===== src/rtl/uart_pkg.sv =====
// Shared UART definitions: frame state encoding, default frame geometry and
// the idle line level. Used by both the transmit and the receive path.
package uart_pkg;

    typedef enum logic [2:0] {
        IDLE   = 3'd0,
        START  = 3'd1,
        DATA   = 3'd2,
        PARITY = 3'd3,
        STOP   = 3'd4
    } uart_state_t;

    localparam int unsigned DATA_BITS_DEFAULT  = 8;
    localparam int unsigned OVERSAMPLE_DEFAULT = 16;
    localparam logic        IDLE_LEVEL         = 1'b1;

endpackage


===== src/rtl/uart_tx_tick_counter.sv =====
// Transmit bit-period timer: counts sample_en ticks while a frame is active
// and flags the tick that closes the current bit period. Mirrors the
// receive-side sample counter so both directions share one baud source.
module uart_tx_tick_counter
    import uart_pkg::*;
#(
    parameter int unsigned OVERSAMPLE = OVERSAMPLE_DEFAULT
) (
    input  logic clk,
    input  logic rst,
    input  logic sample_en,
    input  logic active,
    input  logic clear,
    output logic bit_end
);

    localparam int unsigned         TICK_W   = $clog2(OVERSAMPLE);
    localparam logic [TICK_W-1:0]   TICK_MAX = TICK_W'(OVERSAMPLE - 1);

    logic [TICK_W-1:0] tick;

    // Bit ends on the last tick of the period; one clk wide like sample_en.
    assign bit_end = active && sample_en && (tick == TICK_MAX);

    // Tick count: cleared on reset or frame acceptance, advances per strobe.
    always_ff @(posedge clk) begin
        if (rst || clear) begin
            tick <= '0;
        end else if (active && sample_en) begin
            tick <= bit_end ? '0 : tick + TICK_W'(1);
        end
    end

endmodule


===== src/rtl/uart_tx_serializer.sv =====
// UART transmitter: accepts a byte on tx_load && tx_ready and sends it
// LSB-first as start, DATA_BITS data bits, optional even parity, stop.
// Optional parity bit is enabled by defining UART_TX_PARITY_EN.
module uart_tx_serializer
    import uart_pkg::*;
#(
    parameter int unsigned DATA_BITS  = DATA_BITS_DEFAULT,
    parameter int unsigned OVERSAMPLE = OVERSAMPLE_DEFAULT
) (
    input  logic                 clk,
    input  logic                 rst,
    input  logic                 sample_en,
    input  logic [DATA_BITS-1:0] tx_data,
    input  logic                 tx_load,
    output logic                 tx_ready,
    output logic                 tx_out,
    output logic                 tx_busy,
    output logic                 tx_done
);

    localparam int unsigned      BIT_W    = $clog2(DATA_BITS + 1);
    localparam logic [BIT_W-1:0] LAST_BIT = BIT_W'(DATA_BITS - 1);

    uart_state_t          state, state_next;
    logic [DATA_BITS-1:0] shift_reg, shift_next;
    logic [BIT_W-1:0]     bit_cnt, bit_cnt_next;
    logic                 tx_out_next;
    logic                 done_next;
    logic                 accept;
    logic                 bit_end;
`ifdef UART_TX_PARITY_EN
    logic                 parity_bit;
`endif

    assign tx_ready = (state == IDLE);
    assign tx_busy  = (state != IDLE);
    assign accept   = tx_load && (state == IDLE);

    uart_tx_tick_counter #(
        .OVERSAMPLE (OVERSAMPLE)
    ) u_tick (
        .clk       (clk),
        .rst       (rst),
        .sample_en (sample_en),
        .active    (tx_busy),
        .clear     (accept),
        .bit_end   (bit_end)
    );

    // Frame state, data shifter and registered line outputs.
    always_ff @(posedge clk) begin
        if (rst) begin
            state     <= IDLE;
            shift_reg <= '0;
            bit_cnt   <= '0;
            tx_out    <= IDLE_LEVEL;
            tx_done   <= 1'b0;
        end else begin
            state     <= state_next;
            shift_reg <= shift_next;
            bit_cnt   <= bit_cnt_next;
            tx_out    <= tx_out_next;
            tx_done   <= done_next;
        end
    end

`ifdef UART_TX_PARITY_EN
    // Parity is captured at acceptance because the shifter consumes the data.
    always_ff @(posedge clk) begin
        if (rst) begin
            parity_bit <= 1'b0;
        end else if (accept) begin
            parity_bit <= ^tx_data;
        end
    end
`endif

    // Next-state logic; tx_out is derived from the next state so the line
    // changes in the same cycle the state does.
    always_comb begin
        state_next   = state;
        shift_next   = shift_reg;
        bit_cnt_next = bit_cnt;
        done_next    = 1'b0;
        tx_out_next  = IDLE_LEVEL;

        case (state)
            IDLE: begin
                if (accept) begin
                    state_next   = START;
                    shift_next   = tx_data;
                    bit_cnt_next = '0;
                end
            end
            START: begin
                if (bit_end) state_next = DATA;
            end
            DATA: begin
                if (bit_end) begin
                    shift_next = shift_reg >> 1;
                    if (bit_cnt == LAST_BIT) begin
                        bit_cnt_next = '0;
`ifdef UART_TX_PARITY_EN
                        state_next   = PARITY;
`else
                        state_next   = STOP;
`endif
                    end else begin
                        bit_cnt_next = bit_cnt + BIT_W'(1);
                    end
                end
            end
`ifdef UART_TX_PARITY_EN
            PARITY: begin
                if (bit_end) state_next = STOP;
            end
`endif
            STOP: begin
                if (bit_end) begin
                    state_next = IDLE;
                    done_next  = 1'b1;
                end
            end
            default: state_next = IDLE;
        endcase

        case (state_next)
            START:   tx_out_next = 1'b0;
            DATA:    tx_out_next = shift_next[0];
`ifdef UART_TX_PARITY_EN
            PARITY:  tx_out_next = parity_bit;
`endif
            default: tx_out_next = IDLE_LEVEL;
        endcase
    end

endmodule


===== config.mk =====
export PLATFORM = sky130hd
export DESIGN_NAME = uart_tx_serializer
export DESIGN_NICKNAME = d
export VERILOG_FILES = /design/src/rtl/uart_pkg.sv /design/src/rtl/uart_tx_tick_counter.sv /design/src/rtl/uart_tx_serializer.sv
export SDC_FILE = /design/constraint.sdc
export NUM_CORES = 1
export LEC_CHECK = 0
export BUFFER_PORTS_ARGS = -buffer_cell sky130_fd_sc_hd__clkbuf_2
export CAP_MARGIN = 0
export CORE_ASPECT_RATIO = 0.7
export CORE_MARGIN = 2
export CORE_UTILIZATION = 40
export CTS_BUF_LIST = sky130_fd_sc_hd__clkbuf_8
export DETAILED_ROUTE_END_ITERATION = 10
export GPL_TIMING_DRIVEN = 0
export PLACE_DENSITY = 0.66
export SLEW_MARGIN = 5
export SYNTH_ARGS = -nofsm -noshare
export SYNTH_HDL_FRONTEND = slang
export SYNTH_HIERARCHICAL = 1
export SYNTH_SLANG_ARGS = --single-unit

===== constraint.sdc =====
create_clock -name clk -period 2.33 [get_ports clk]
set_input_delay 0.233 -clock clk [delete_from_list [all_inputs] [get_ports clk]]
set_output_delay 0.233 -clock clk [all_outputs]
set_load 0.02 [all_outputs]

==> metrics.md, run 1 <==
| Metric | Value |
|---|---|
| Sequential cell area | 420.4 sq um |
| PortBufs | 15 |
| Metal2 WL | 896 um |
| Setup CP Type | reg -> reg |
| Clk network pwr share | 34.4% |
| DIE AREA | 3043 sq um |
| Final setup viols | 0 |
| Layout cells sized above 1 | 27.34% |
| Register-to-register setup slack | 0.24 ns |
| Post-Route WL | 2096 um |
| Fin crit period | 2.087 ns |
| Non-Filler Instances | 162 |
| R2R depth | 8 |
| DRT Pass-1 Iters | 4 |
| Yosys top cell by area | dfxtp_1 |
| Vias per cell | 5.395 |
| Yosys warnings | 6 |
| Metal3 WL | 99 um |
| Multi-input gate area | 546.8 sq um |
| Worst Path Required | 2.53 ns |
| Top FF cell, synth | dfxtp_1 |
| Largest register FFs | 8 |
| Synth cell count leaders | dfxtp_1 (21), nand3_1 (13), a21oi_1 (12) |
| Fin util | 48.94% |
| Total number of vias | 874 |
| Wl on met1 | 1068 um |
| Sequential share of power | 53.7% |
| FF-to-FF Start | state[0] |
| Combinational fraction of design power | 11.9% |
| Largest net degree at the start of global routing | 14 |
| Number of cells after detailed placement | 158 |
| Area share of the largest cell type after synthesis | 40.24% |
| Number of synthesized flops with an enable pin | 0 |
| Filler cells | 254 |
| Final Hold Viols | 0 |
| Slew margin rel. | 65.07% |
| DRC | 0 |
| WL per Instance | 12.94 um |
| Final worst-path cycle share | 89.56% |
| Top-count cell post-synth | dfxtp_1 |
| Slew Limit Fails | 0 |
| TritonCTS Buffers | 3 |
| Highest Signal Layer | met4 |
| Worst-path maximum fanout | 10 |
| Worst-path clk slew | 0.08 ns |
| Sw frac | 25.25% |
| Hold Crit Depth | 3 |
| Synth cell types | 40 |
| Max Freq | 479.2 MHz |
| Fraction of registers with async set/reset | 0% |
| Crit end category | flop |
| TritonCTS clock tree | done |
| IR drop worst, VDD | 343.7 uV |
| Switching power of the nets | 0.1777 mW |
| CTS sink cnt | 21 |
| Setup crit start kind | flop |
| Min-delay src | tx_data[7] |
| Leak Pwr | 0.4768 nW |
| Hold WC Path Type | in -> reg |
| Clock Tree Buf Depth | 2 |
| Post-CTS Setup Bufs | 0 |
| H-tree depth | 1 |
| Final nets | 143 |
| Initial DRC Count | 26 |
| Diodes inserted | 0 |
| Gr ovfl total | 0 |
| Number of routed nets with antenna violations | 0 |
| First-pass GRT wire length | 3560 um |
| Worst hold endpoint | shift_reg[7] |
| Clk_lat worst skew | 0.26 ns |
| Seq/Total Area, Yosys | 40.24% |
| Core Box Area | 2477 sq um |
| PD cells | 580.4 nW/um^2 |
| GPL Wtd Cong | 0.8304 |
| Root Buffer | clkbuf_8 |
| Syn Inst Count | 109 |
| Clock skew | 0.002852 ns |
| Vias in the first global route | 781 |
| IO Pins | 16 |
| RSZ-0062 raised after global routing | false |
| Die Ht | 46.76 um |
| Netlist Area Pre-Place | 1045 sq um |
| GRT Util Overall | 15.73% |
| Worst R2R End | shift_reg[6] |
| DP HPWL | 1523 um |
| Die X | 65.09 um |
| Internal power | 0.5260 mW |
| Syn Nets | 123 |
| Average cell area after synthesis | 9.585 sq um |
| Status | completed |
| Number of synthesized register bits | 21 |
| Initial antenna violation count | 0 |
| Slew @ Worst Pin | 0.5226 ns |
| Area delta synth->final | 16.05% |
| Worst EP arrival | 2.28 ns |
| # rows | 15 |
| # Max-Cap Violations | 0 |
| Initial core utilization | 42.17% |
| Top cells by area, synth | dfxtp_1 (40%), nand3_1 (6.2%), a21oi_1 (5.7%) |
[worst max path at each step]
stage	slack, ns	cells after the start	end	from
after floorplan	0.26	8	tx_out	state[0]
after global placement	0.06	8	tx_out	state[0]
after detailed placement	-0.0008	8	shift_reg[6]	state[0]
after CTS	0.13	8	shift_reg[6]	state[0]
after global routing	0.06	8	shift_reg[1]	state[0]
final	0.24	8	shift_reg[6]	state[0]
[cells in the final DEF, fill, tap and decap left out, drive strengths merged, types with 3 or more instances in the layout]
cell type and n:
clkbuf 21, nor3 3, nand3 14, a21oi 12
buf 6, a22oi 7, dfxtp 21, nand2 5
nor4b 3, nand2b 4
[power groups by stage]
stage / Clock [mW] / Combinational [mW] / Sequential (mW)
after CTS: 0.254 / 0.0845 / 0.378
after global routing: 0.271 / 0.0931 / 0.379
after detailed placement: 0 / 0.0842 / 0.386
after global placement: 0 / 0.0827 / 0.386
after floorplan: 0 / 0.0569 / 0.387
final: 0.242 / 0.0837 / 0.378
[metrics by stage]
stage	TNS [ns]	area [sq um]	total power [mW]	hold WS (ns)	setup WS [ns]
finish	0	1212	0.7037	0.1863	0.2432
global route	0	1212	0.7429	0.1941	0.05996
CTS	0	1211	0.7161	0.1807	0.1318
detailed placement	-0.0007740	1162	0.4704	0.4599	-0.0007740
global placement	0	1162	0.4684	0.4544	0.06240
floorplan	0	1045	0.4438	0.2976	0.2636
[layout make-up]
cell class | count | area share [%]
multi-input cells | 76 | 45.10
plain buffers | 9 | 4.747
inverters | 3 | 1.961
flip-flops and latches | 21 | 34.67
repair buffers | 15 | 6.192
clock inverters | 1 | 0.4128
clock buffers | 3 | 3.406
well taps | 34 | 3.509
[cell families (layout without fill, tap and decap cells)]
kind of cell               Yosys count  count (layout)  share of synthesized area (%)
and+or+nand+nor                     40              40                          23.95
buffers and inverters               12              31                          7.665
adders and majority gates            2               2                          2.395
muxes                                1               1                         0.9581
AOI/OAI and AO/OA                   32              32                          23.95
DFF                                 21              21                          40.24
xor gates and xnor gates             1               1                         0.8385
[critical path: stages, from the launching register on]
cell and delay (ns):
dfxtp_1 0.33, buf_2 0.19, or3_1 0.23, nand3_2 0.12
nor2_2 0.34, nor4bb_1 0.31, clkbuf_2 0.26, a22oi_1 0.09
a21oi_1 0.14
[routing by layer]
metal	global-route usage, %	vias to the layer above
met2	24.74	16
li1	-	451
met5	0	-
met4	6.250	0
met3	5.036	4
met1	20.67	403
[what timing repair did]
action / CTS / global route
endpoints found under the setup margin: 4 / 8
hold buffers: 0 / 0
gates resized for setup: 1 / 2
Power figures use the tool's default switching activity.
==> run 2: changes to the inputs <==
--- a/config.mk
+++ b/config.mk
@@ -14,6 +14,7 @@
 export DETAILED_ROUTE_END_ITERATION = 10
 export GPL_TIMING_DRIVEN = 0
 export PLACE_DENSITY = 0.66
+export RECOVER_POWER = 50
 export SLEW_MARGIN = 5
 export SYNTH_ARGS = -nofsm -noshare
 export SYNTH_HDL_FRONTEND = slang
==> run 2 against run 1 <==
Power shrank 0.27%. Register-to-register slack is essentially flat. Global-route usage is the same. Critical path type unchanged. Critical endpoint is now bit_cnt[0]. Largest power group unchanged. Highest routed layer unchanged.
==> metrics.md, run 2 (synthesized netlist as in run 1, its figures left out) <==
| Metric | Value |
|---|---|
| Status | completed |
| TritonCTS Buffers | 3 |
| H-tree depth | 1 |
| Die X | 65.09 um |
| Number of routed nets with antenna violations | 0 |
| Slew Limit Fails | 0 |
| Largest net degree at the start of global routing | 14 |
| CP Cell Sequence | buf_2 > or3_1 > nand3_2 > nor2_2 > nand4bb_1 > a311o_1 > a21oi_1 |
| Placed instance area | 1162 sq um |
| Worst-path maximum fanout | 10 |
| Sequential cell area | 420.4 sq um |
| DP Worst Slack | -0.0007740 ns |
| Area delta synth->final | 15.45% |
| # Max-Cap Violations | 0 |
| Final TNS setup | 0 ns |
| RSZ-0062 raised after global routing | false |
| Slew margin rel. | 56.77% |
| Fin util | 48.69% |
| Overall power | 0.7018 mW |
| Crit path buffers/inverters | 1 |
| PortBufs | 15 |
| Leak Pwr | 0.4647 nW |
| # rows | 15 |
| WHS | 0.1865 ns |
| Max Freq | 479.0 MHz |
| Vias in the first global route | 781 |
| GPL Wtd Cong | 0.8304 |
| GRT Util Overall | 15.73% |
| Worst EP arrival | 2.28 ns |
| Non-Filler Instances | 162 |
| Filler cells | 256 |
| Core Box Area | 2477 sq um |
| Fin crit period | 2.088 ns |
| Worst path slowest cell | a311o_1 |
| DP HPWL | 1523 um |
| Cell family with most CP delay | simple AND/OR/NAND/NOR gates |
| DIE AREA | 3043 sq um |
| Layout cells sized above 1 | 24.22% |
| Worst Path Required | 2.53 ns |
| Hold WC Path Type | in -> reg |
| Gr ovfl total | 0 |
| Crit end category | flop |
| DRT Pass-1 Iters | 4 |
| Clk_lat worst skew | 0.26 ns |
| Initial core utilization | 42.17% |
| CP max stage delay | 0.39 ns |
| Number of cells after detailed placement | 158 |
| Diodes inserted | 0 |
| Final nets | 143 |
| Post-Route WL | 2108 um |
| Clock Tree Buf Depth | 2 |
| Setup CP Type | reg -> reg |
| Initial antenna violation count | 0 |
| IO Pins | 16 |
| Cts-stage hold buffer count | 0 |
| Worst-path clk slew | 0.08 ns |
| Post-CTS Setup Bufs | 0 |
| IR drop worst, VDD | 343.3 uV |
| Die Ht | 46.76 um |
| Slew @ Worst Pin | 0.6321 ns |
| Commonest cells after routing, fill and taps aside | dfxtp_1 (21), nand3_1 (13), clkbuf_2 (12), a21oi_1 (12) |
| CTS sink cnt | 21 |
| Largest register FFs | 8 |
| First-pass GRT wire length | 3560 um |
| Post-route setup slack | 0.2424 ns |
| Vias per cell | 5.426 |
| Most common cell after layout, fill and taps aside | dfxtp_1 |
| DRC | 0 |
| Final worst-path cycle share | 89.60% |
| TritonCTS clock tree | done |
| Final Hold Viols | 0 |
| Setup crit start kind | flop |
| Final setup viols | 0 |
| Root Buffer | clkbuf_8 |
| Initial DRC Count | 26 |
| Multi-input gate area | 545.5 sq um |
| PD cells | 581.9 nW/um^2 |
| Post-route design area | 1206 sq um |
| Total number of vias | 879 |
| WL per Instance | 13.01 um |
| Clock skew | 0.002833 ns |
## run 2: changes by cell type in the layout (fill, tap and decap cells not counted)
cell	previous run	this run
clkbuf_1	2	6
a2111oi_0	0	1
a2111oi_1	1	0
clkbuf_2	16	12
## run 2: timing repair
action / CTS / global route
hold endpoints to repair: 0 / 0
setup endpoints to repair: 4 / 8
resized for setup: 1 / 2
pin swaps: 0 / 0
## run 2: metal layers
metal / vias up / share of wire [%] / track usage (%)
met5: - / 0 / 0
met2: 14 / 43 / 24.74
met3: 4 / 4.5 / 5.036
met1: 409 / 51 / 20.67
met4: 0 / 1.5 / 6.250
li1: 452 / - / -
## run 2: where the power goes
part | total (mW) | leakage, nW | internal, mW | switching (mW)
Combinational | 0.0821 | 0.268 | 0.0340 | 0.0481
Clock | 0.242 | 0.0255 | 0.119 | 0.123
Sequential | 0.378 | 0.171 | 0.371 | 0.00640
## run 2: final cells by class
class | instances | share of cell area (%)
Clock inverter | 1 | 0.4149
Inverter | 3 | 1.971
Sequential cell | 21 | 34.85
Buffer | 9 | 4.772
Multi-Input combinational cell | 76 | 45.23
Tap cell | 34 | 3.527
Clock buffer | 3 | 3.423
Timing Repair Buffer | 15 | 5.809
## run 2: tightest hold or removal path: stages
cell and delay, ns:
clkbuf_2 0.08, nand2_1 0.04, a21oi_1 0.05
## run 2: worst paths after layout
path / start / endpoint / slack (ns) / cells past startpoint
max reg2reg: state[0] / bit_cnt[0] / 0.24 / 7
min reg2reg: shift_reg[5] / shift_reg[5] / 0.47 / 2
min: tx_data[7] / shift_reg[7] / 0.19 / 3
max: state[0] / bit_cnt[0] / 0.24 / 7
